[src/rtl/if_stage_if.sv]
// if_stage_if: instruction-memory request/response bus between the fetch stage and memory.
interface if_stage_if;
    logic        imem_req;
    logic [31:0] imem_addr;
    logic        imem_ready;
    logic [31:0] imem_rdata;
    modport master (output imem_req, imem_addr, input imem_ready, imem_rdata);
    modport slave  (input imem_req, imem_addr, output imem_ready, imem_rdata);
endinterface

[src/rtl/if_stage.sv]
// if_stage: instruction fetch with stall skid buffer and branch redirect flushing.
module if_stage #(
    parameter logic [31:0] RESET_PC = 32'h0000_0000,
    parameter logic [31:0] NO_OP    = 32'hF000_0000
) (
    input  logic              clk,
    input  logic              rst,
    input  logic              data_hazard,
    input  logic              PC_hazard,
    input  logic [31:0]       branch_target,
    if_stage_if.master        imem,
    output logic [31:0]       instruction_out,
    output logic [31:0]       PC_out,
    output logic              inst_valid
);
    typedef enum logic [1:0] {RESET, FETCH, STALL, FLUSH} state_t;
    state_t      state, n_state;
    logic [31:0] fetch_pc, n_fetch, addr, n_addr, n_ins, n_pc, skid, n_skid, skid_pc, n_skid_pc;
    logic        n_valid;
    assign imem.imem_req  = (state == FETCH) || (state == FLUSH);
    assign imem.imem_addr = addr;
    always_comb begin
        n_state   = state;
        n_fetch   = fetch_pc;
        n_addr    = addr;
        n_ins     = instruction_out;
        n_pc      = PC_out;
        n_valid   = inst_valid;
        n_skid    = skid;
        n_skid_pc = skid_pc;
        case (state)
            RESET: begin
                n_state = FETCH;
                n_addr  = fetch_pc;
            end
            FETCH: begin
                if (PC_hazard) begin
                    n_ins   = NO_OP;
                    n_valid = 1'b0;
                    n_fetch = branch_target;
                    if (imem.imem_ready) n_addr = branch_target;
                    else n_state = FLUSH;
                end else if (data_hazard) begin
                    // IF/ID is frozen, so park the returned word until it can take it
                    if (imem.imem_ready) begin
                        n_skid    = imem.imem_rdata;
                        n_skid_pc = addr;
                        n_fetch   = addr + 32'd1;
                        n_state   = STALL;
                    end
                end else if (imem.imem_ready) begin
                    n_ins   = imem.imem_rdata;
                    n_pc    = addr;
                    n_valid = 1'b1;
                    n_fetch = addr + 32'd1;
                    n_addr  = addr + 32'd1;
                end else begin
                    n_ins   = NO_OP;
                    n_valid = 1'b0;
                end
            end
            STALL: begin
                if (PC_hazard) begin
                    n_ins   = NO_OP;
                    n_valid = 1'b0;
                    n_fetch = branch_target;
                    n_addr  = branch_target;
                    n_state = FETCH;
                end else if (!data_hazard) begin
                    n_ins   = skid;
                    n_pc    = skid_pc;
                    n_valid = 1'b1;
                    n_addr  = fetch_pc;
                    n_state = FETCH;
                end
            end
            FLUSH: begin
                // stale request must still complete; its data is dropped
                n_ins   = NO_OP;
                n_valid = 1'b0;
                n_fetch = PC_hazard ? branch_target : fetch_pc;
                if (imem.imem_ready) begin
                    n_addr  = n_fetch;
                    n_state = FETCH;
                end
            end
            default: n_state = RESET;
        endcase
    end
    always_ff @(posedge clk) begin
        if (rst) begin
            state           <= RESET;
            fetch_pc        <= RESET_PC;
            addr            <= RESET_PC;
            instruction_out <= NO_OP;
            PC_out          <= 32'd0;
            inst_valid      <= 1'b0;
            skid            <= 32'd0;
            skid_pc         <= 32'd0;
        end else begin
            state           <= n_state;
            fetch_pc        <= n_fetch;
            addr            <= n_addr;
            instruction_out <= n_ins;
            PC_out          <= n_pc;
            inst_valid      <= n_valid;
            skid            <= n_skid;
            skid_pc         <= n_skid_pc;
        end
    end
endmodule
[src/flat_wrapper.sv]
// flat-port wrapper written by rule: the top's interface ports become plain ports
module if_stage_flat 
#(
    parameter logic [31:0] RESET_PC = 32'h0000_0000,
    parameter logic [31:0] NO_OP    = 32'hF000_0000
)
  (clk, rst, data_hazard, PC_hazard, branch_target, instruction_out, PC_out, inst_valid, imem_imem_req, imem_imem_addr, imem_imem_ready, imem_imem_rdata);
  if_stage_if imem_i ();
  input  logic clk;
  input  logic rst;
  input  logic data_hazard;
  input  logic PC_hazard;
  input  logic [31:0] branch_target;
  output logic [31:0] instruction_out;
  output logic [31:0] PC_out;
  output logic inst_valid;
  output wire logic [$bits(imem_i.imem_req)-1:0] imem_imem_req;
  output wire logic [$bits(imem_i.imem_addr)-1:0] imem_imem_addr;
  input wire logic [$bits(imem_i.imem_ready)-1:0] imem_imem_ready;
  input wire logic [$bits(imem_i.imem_rdata)-1:0] imem_imem_rdata;
  assign imem_imem_req = imem_i.imem_req;
  assign imem_imem_addr = imem_i.imem_addr;
  assign imem_i.imem_ready = imem_imem_ready;
  assign imem_i.imem_rdata = imem_imem_rdata;
  if_stage #(.RESET_PC(RESET_PC), .NO_OP(NO_OP)) u_core (.clk(clk), .rst(rst), .data_hazard(data_hazard), .PC_hazard(PC_hazard), .branch_target(branch_target), .imem(imem_i), .instruction_out(instruction_out), .PC_out(PC_out), .inst_valid(inst_valid));
endmodule
[config.mk]
export PLATFORM = sky130hd
export DESIGN_NAME = if_stage_flat
export DESIGN_NICKNAME = d
export VERILOG_FILES = /design/src/rtl/if_stage_if.sv /design/src/rtl/if_stage.sv /design/src/flat_wrapper.sv
export SDC_FILE = /design/constraint.sdc
export NUM_CORES = 1
export LEC_CHECK = 0
export ABC_AREA = 1
export CAP_MARGIN = 20
export CORE_MARGIN = 2
export CORE_UTILIZATION = 55
export CTS_CLUSTER_DIAMETER = 120
export DETAILED_ROUTE_END_ITERATION = 10
export GPL_ROUTABILITY_DRIVEN = 1
export PLACE_DENSITY_LB_ADDON = 0.25
export SKIP_CTS_REPAIR_TIMING = 1
export SLEW_MARGIN = 10
export SYNTH_ARGS = -nofsm -noshare
export SYNTH_HDL_FRONTEND = slang
export SYNTH_SLANG_ARGS = --single-unit
[constraint.sdc]
create_clock -name clk -period 2.6 [get_ports clk]
set_input_delay 0.52 -clock clk [delete_from_list [all_inputs] [get_ports clk]]
set_output_delay 0.52 -clock clk [all_outputs]
set_load 0.01 [all_outputs]
==> key figures, run 1 <==
Synthesis
  • Yosys top cell area share: 0.428
  • Most instantiated library cell after synthesis: nand2_1
  • #FFs+latches synth: a little under 200
  • Post-Synth Simple-Gate Area: 0.236
  • Syn avg cell area: 6.98 um2
  • Synth Cell Area: 9130 um2
  • Fraction of synthesized area in multiplexers: 0
  • XOR/XNOR Fraction of Synth Area: 0.0125
  • Synth Instances: between 1000 and 1500
  • Count of flip-flops with a built-in enable after synthesis: 0
  • Synth warn: 0
  • Largest family of logic cells by synthesized area: compound AO/OA/AOI/OAI gates
  • Cell taking the most area after synthesis: dfxtp_1
  • Post-Syn Nets: around 1400
  • Post-synth ARST share: 0
  • Synth cell count leaders: nand2_1, dfxtp_1, o21ai_0, nor2_1, a21oi_1
  • Sequential area share after synthesis: 0.428
  • Yosys cell types: 40
  • Post-Synth Adder-Cell Area: 0.00137
  • Synth Flop Type: dfxtp_1
  • Synth Area in Compound Gates: 0.245
  • Ranking of synthesized cells by area: dfxtp_1, nand2_1, o21ai_0

Power and ir drop
  • Logic gate share of total power: 0.198
  • Clock Power Share: 0.361
  • Net Sw Frac: 0.292
  • Sequential Power Share: 0.440
  • Int Pwr: between 5 and 6 mW
  • Worst vdd ir: ~0.47 mV
  • Pwr dens: a little under 700 nW/um2
  • Leak: about 4.5 nW
  • NetSw: ~2.3 mW

Placed design
  • HPWL after detailed placement: approximately 18000 um
  • RD Place Congestion: between 0.9 and 1
  • PortBufs: about 170
  • Post-DP Area: roughly 11000 um2

Timing
  • Slew margin rel.: 0.367
  • Max Fclk: approximately 460 MHz
  • Sum Neg Setup Slack: 0 ns
  • Min cycle time layout: 2.18 ns
  • Final hold viol count: 0
  • Final hold slack: ~0.48 ns
  • Worst Max-Slew Pin Slew: 0.948 ns
  • RSZ-0062 raised after global routing: no
  • Clock Skew: approximately 0.0075 ns
  • Period utilization: 0.837
  • Slew Viols, Final: 0
  • # setup viols final: 0

Layout
  • # diodes: 0
  • Synth-to-layout area growth: 27.1%
  • Final Net Count: around 1500
  • Post-Layout Inst Area: 11600 um2
  • Fill cells: about 1400
  • Final core utilization: 0.707
  • Share of cells above drive strength 1: 0.0700

Routing
  • Drt first pass iters: 6
  • Drt total wl: 27800 um
  • Drt first-iter violations: ~1100
  • DR WL/cell: between 15 and 20 um
  • Post-DR vias/cell: a little under 6
  • DRT antenna net count: 0
  • Vias after detailed routing: roughly 9600
  • Remaining DRCs: 0

Floorplanning
  • Initial core utilization: 0.556
  • Die width: approximately 130 um
  • Core area: roughly 16000 um2
  • Ports: around 170
  • Site Rows: between 40 and 50
  • Die H: about 130 um
  • Area of the die: around 18000 um2

Clocking
  • Clock Path Buffers: 2
  • H-tree levels: 4
  • Clk pin slew, worst setup/hold paths: ~0.070 ns
  • TritonCTS Buffers: 17
  • Worst-Skew Late Latency: ~0.44 ns
  • CTS tree: built
  • CTS root buf: clkbuf_16
  • # clock sinks: 195

Critical path
  • Cell count along the critical path: 1
  • R2r endpoint: u_core.fetch_pc[24]
  • Critical Path Sink: imem_imem_addr[23]
  • FF-to-FF Start: u_core.imem.imem_addr[3]
  • CP top delay family: buffers and inverters
  • Crit Path Class: reg -> out
  • Flop-to-flop setup slack: roughly 0.45 ns
  • Worst R2R Path Depth: 10
  • CP endpoint kind: output pin
  • Critical path arrival: 1.66 ns
  • Launch point of the critical path: u_core.imem.imem_addr[23]
  • Critical Path RT: 2.08 ns
  • Crit path max fanout: 9
  • Critical-path top delay cell: clkdlybuf4s50_1
  • CP Launch Type: flop
  • Critical path, cell by cell: clkdlybuf4s50_1
  • Slowest Stage Delay on Critical Path: ~0.63 ns
  • Worst Path Buf+Inv: 1

GRT
  • First-pass GRT wire length: around 44000 um
  • Initial antenna violation count: 0
  • Number of global-route vias before repair: between 8000 and 9000
  • Maximum number of pins on one net before global-route repair: 110
  • GRT Resource Usage Total: 0.310
  • Overflow after GRT: 0

Run
  • Max Cap Viol: 0

Hold path
  • Hold path start: u_core.skid_pc[7]
  • Worst min path class: reg -> reg

Status
  • Run status: completed
-- power groups by stage --
stage | clock [mW] | combinational, mW | sequential [mW]
after floorplan | 0 | 0.798 | 3.53
after global placement | 0 | 1.50 | 3.52
after detailed placement | 0 | 1.53 | 3.52
after CTS | 2.86 | 1.55 | 3.46
after global routing | 2.98 | 1.71 | 3.49
final | 2.85 | 1.56 | 3.47
-- logic make-up (layout without fill, tap and decap cells) --
| group | Yosys count | after routing |
|---|---|---|
| adder cells (fa/ha/maj) | 1 | 1 |
| AO/OA/AOI/OAI | 416 | 416 |
| XOR/XNOR | 13 | 13 |
| AND/OR/NAND/NOR | 515 | 515 |
| buffers and inverters | 168 | 303 |
| flip-flops | 195 | 195 |
-- cell type report --
class                   count  area (um2)  share of cell area
multi-input cells         945        4530               0.390
repair buffers            205        2000               0.173
inverters                  67         256              0.0221
flip-flops and latches    195        3900               0.336
clock inverters            13         194              0.0167
clock buffers              18         439              0.0378
well taps                 220         275              0.0237
-- cell usage in the layout, fill, tap and decap left out, drive strengths merged --
| cell | instances |
|---|---|
| a311oi | 1 |
| nand4 | 6 |
| o22ai | 4 |
| buf | 39 |
| o211ai | 16 |
| o31ai | 1 |
| or2 | 7 |
| a21oi | 127 |
| xnor2 | 4 |
| nor3 | 13 |
| clkinv | 3 |
| bufinv | 4 |
| clkdlybuf4s50 | 166 |
| o21bai | 1 |
| dfxtp | 195 |
| nand3 | 70 |
| a31oi | 60 |
| a21o | 1 |
| o21ai | 201 |
| nand2 | 250 |
| ha | 1 |
| o221ai | 1 |
| inv | 73 |
| nand3b | 3 |
| nor2 | 166 |
| xor2 | 9 |
| a31o | 1 |
| a221oi | 2 |
| clkbuf | 18 |
-- sequential cells by signal (all words and copies together) (netlist names) --
register / flops
u_core.imem.imem_addr: 32
u_core.skid: 32
u_core.state: 2
u_core.skid_pc: 32
u_core.instruction_out: 32
u_core.fetch_pc: 32
u_core.inst_valid: 1
u_core.PC_out: 32
-- routing by layer --
layer | global-route usage | up-vias | routed length, um | part of all wire
li1 | - | 4662 | - | -
met1 | 0.453 | 4402 | 12300 | 0.44
met2 | 0.473 | 512 | 12500 | 0.45
met3 | 0.0579 | 40 | 2680 | 0.096
met4 | 0.0789 | 0 | 381 | 0.014
met5 | 0 | - | 0 | 0
-- tightest hold or removal path, cell delays in order, from the launching register on --
cell,delay (ns)
dfxtp_1,0.31
nand2_1,0.06
a31oi_1,0.07
-- worst min path at each step --
stage | cells after the start | end | slack, ns
after floorplan | 2 | u_core.PC_out[17] | 0.46
after global placement | 2 | u_core.PC_out[27] | 0.46
after detailed placement | 2 | u_core.PC_out[17] | 0.47
after CTS | 2 | u_core.PC_out[17] | 0.48
after global routing | 2 | u_core.PC_out[31] | 0.50
final | 2 | u_core.PC_out[7] | 0.48
-- stage by stage --
stage               setup WS [ns]  instances  total power [mW]
floorplan                   0.826       1308              4.33
global placement            0.205       1632              5.02
detailed placement          0.120       1632              5.06
CTS                         0.443       1663              7.86
global route                0.355       1663              8.19
finish                      0.423       1663              7.88
No activity file was read; power rests on OpenSTA's default activity.
==> inputs of run 2 (changes only) <==
Settings changed: CORE_UTILIZATION 55 to 48.
Clock period 2.6 ns to 1.9 ns, I/O delays scaled along.
==> run 2 against run 1 <==
Cell count rose by 4.8%. Largest power group unchanged. Routed wire length is 4.0% higher. Clock power grew 29%. Largest cell class unchanged. Critical path type unchanged.
==> key figures, run 2 (synthesized netlist as in run 1, its figures left out) <==
Routing
  • Vias after detailed routing: 9848 (+2.4%)
  • Post-DR vias/cell: 5.65 (-2.2%)
  • Drt first pass iters: 7 (+1)
  • Drt first-iter violations: 887 (-21%)
  • DRT antenna net count: 0 (unchanged)
  • Drt total wl: 28900 um (+4.0%)
  • DR WL/cell: 16.6 um (-0.73%)
  • Remaining DRCs: 0 (unchanged)

Timing
  • Slew margin rel.: 0.746 (+0.379)
  • Min cycle time layout: roughly 1.9 ns
  • Worst Max-Slew Pin Slew: 0.381 ns (-0.567 ns)
  • Final hold viol count: 0 (unchanged)
  • Period utilization: 0.987
  • Slew Viols, Final: 0 (unchanged)
  • Final hold slack: 0.471 ns (-0.0114 ns)
  • RSZ-0062 raised after global routing: no
  • Max Fclk: approximately 530 MHz
  • Clock Skew: 0.0104 ns (+0.00291 ns)
  • # setup viols final: 0 (unchanged)

GRT
  • First-pass GRT wire length: 45500 um (+3.0%)
  • Initial antenna violation count: 0 (unchanged)
  • Overflow after GRT: 0 (unchanged)
  • Maximum number of pins on one net before global-route repair: 79 (-28%)
  • Number of global-route vias before repair: 8889 (+5.2%)
  • GRT Resource Usage Total: 0.283 (-0.0273)

Layout
  • Share of cells above drive strength 1: 0.139 (+0.0686)
  • Post-Layout Inst Area: 12300 um2 (+5.9%)
  • Most frequent cells in the layout: nand2_1, o21ai_0, dfxtp_1, clkdlybuf4s50_1, nor2_1
  • Synth-to-layout area growth: 34.6%
  • Final std cells w/o fill: 1742 (+4.8%)
  • Most common cell after layout, fill and taps aside: nand2_1
  • Final Net Count: 1565 (+4.3%)
  • # diodes: 0 (unchanged)
  • Register Area: 3960 um2 (+1.3%)
  • Multi-input combinational cell area: 4600 um2 (+1.5%)
  • Fill cells: 1638 (+20%)
  • Final core utilization: 0.657 (-0.0504)

Floorplanning
  • Die width: 142 um (+6.8%)
  • Initial core utilization: 0.488 (-0.0684)
  • Area of the die: 20100 um2 (+14%)
  • Site Rows: 50 (+6.4%)
  • Die H: 142 um (+6.8%)
  • Ports: 167 (unchanged)
  • Core area: 18700 um2 (+14%)

Power and ir drop
  • Pwr dens: 875 nW/um2 (+29%)
  • Net Sw Frac: 0.302 (+0.00984)
  • NetSw: 3.24 mW (+41%)
  • Power Total: 10.8 mW (+36%)
  • Clock Power Share: 0.342 (-0.019)
  • Int Pwr: 7.51 mW (+35%)
  • Logic gate share of total power: 0.220 (+0.022)
  • Worst vdd ir: 0.578 mV (+24%)
  • Leak: 5.00 nW (+11%)
  • Sequential Power Share: 0.439 (about the same)

Placed design
  • PortBufs: 166 (unchanged)
  • RD Place Congestion: 0.950 (-1.3%)
  • Post-DP Area: 11500 um2 (+5.0%)
  • HPWL after detailed placement: 19900 um (+8.7%)
  • Cells after DPL: 1707 (+4.6%)

Clocking
  • H-tree levels: 4 (unchanged)
  • CTS root buf: clkbuf_16
  • Clk pin slew, worst setup/hold paths: 0.08 ns (about the same)
  • Worst-Skew Late Latency: 0.44 ns (about the same)
  • CTS tree: built
  • TritonCTS Buffers: 17 (unchanged)
  • # clock sinks: 195 (unchanged)
  • Clock Path Buffers: 2 (unchanged)

Critical path
  • CP Launch Type: flop
  • Critical Path RT: 1.52 ns (-0.56 ns)
  • Critical path arrival: 1.49 ns (-0.17 ns)
  • CP endpoint kind: output pin
  • Crit path max fanout: 5 (-4)
  • Crit Path Class: reg -> out

Hold path
  • Worst min path class: reg -> reg

Run
  • Max Cap Viol: 0 (unchanged)

Status
  • Run status: completed
[run 2: per-stage QoR]
step / TNS (ns) / worst slack [ns]
after global placement: -28.11 / -0.234
after detailed placement: -33.54 / -0.313
after CTS: -1.27 / -0.171
after global routing: 0 / 0.00261
after floorplan: 0 / 0.149
final: 0 / 0.0252
[run 2: worst max-delay path, stage by stage (launching register included)]
cell	delay (ns)
dfxtp_4	0.39
buf_4	0.14
clkdlybuf4s50_1	0.53
[run 2: final cells by class]
cell class                      count  share of cell area
Clock buffer                       18              0.0349
Timing Repair Buffer              269               0.211
Clock inverter                     14              0.0133
Multi-Input combinational cell    945               0.374
Tap cell                          234              0.0238
Sequential cell                   195               0.322
Inverter                           67              0.0209
[run 2: layer usage]
metal	vias to the layer above	wire [um]	GRT usage
met3	44	2870	0.0594
met4	0	629	0.0921
met1	4526	12500	0.398
met5	-	0	0
li1	4795	-	-
met2	483	12900	0.435
[run 2: final timing paths]
check                                                  to  slack, ns  depth (start not counted)                      start
worst min-delay path                     u_core.PC_out[3]       0.47                          2          u_core.skid_pc[3]
worst max register to register  u_core.imem.imem_addr[15]       0.13                         11   u_core.imem.imem_addr[0]
worst max-delay path                   imem_imem_addr[24]       0.03                          2  u_core.imem.imem_addr[24]
worst min register to register           u_core.PC_out[3]       0.47                          2          u_core.skid_pc[3]
[run 2: power groups by stage]
stage	combinational [mW]	clock [mW]	sequential (mW)
6_report	2.36	3.67	4.72
5_1_grt	2.57	3.89	4.76
4_1_cts	2.32	3.71	4.70
3_5_place_dp	2.31	0	4.79
3_3_place_gp	2.27	0	4.79
2_1_floorplan	1.09	0	4.83
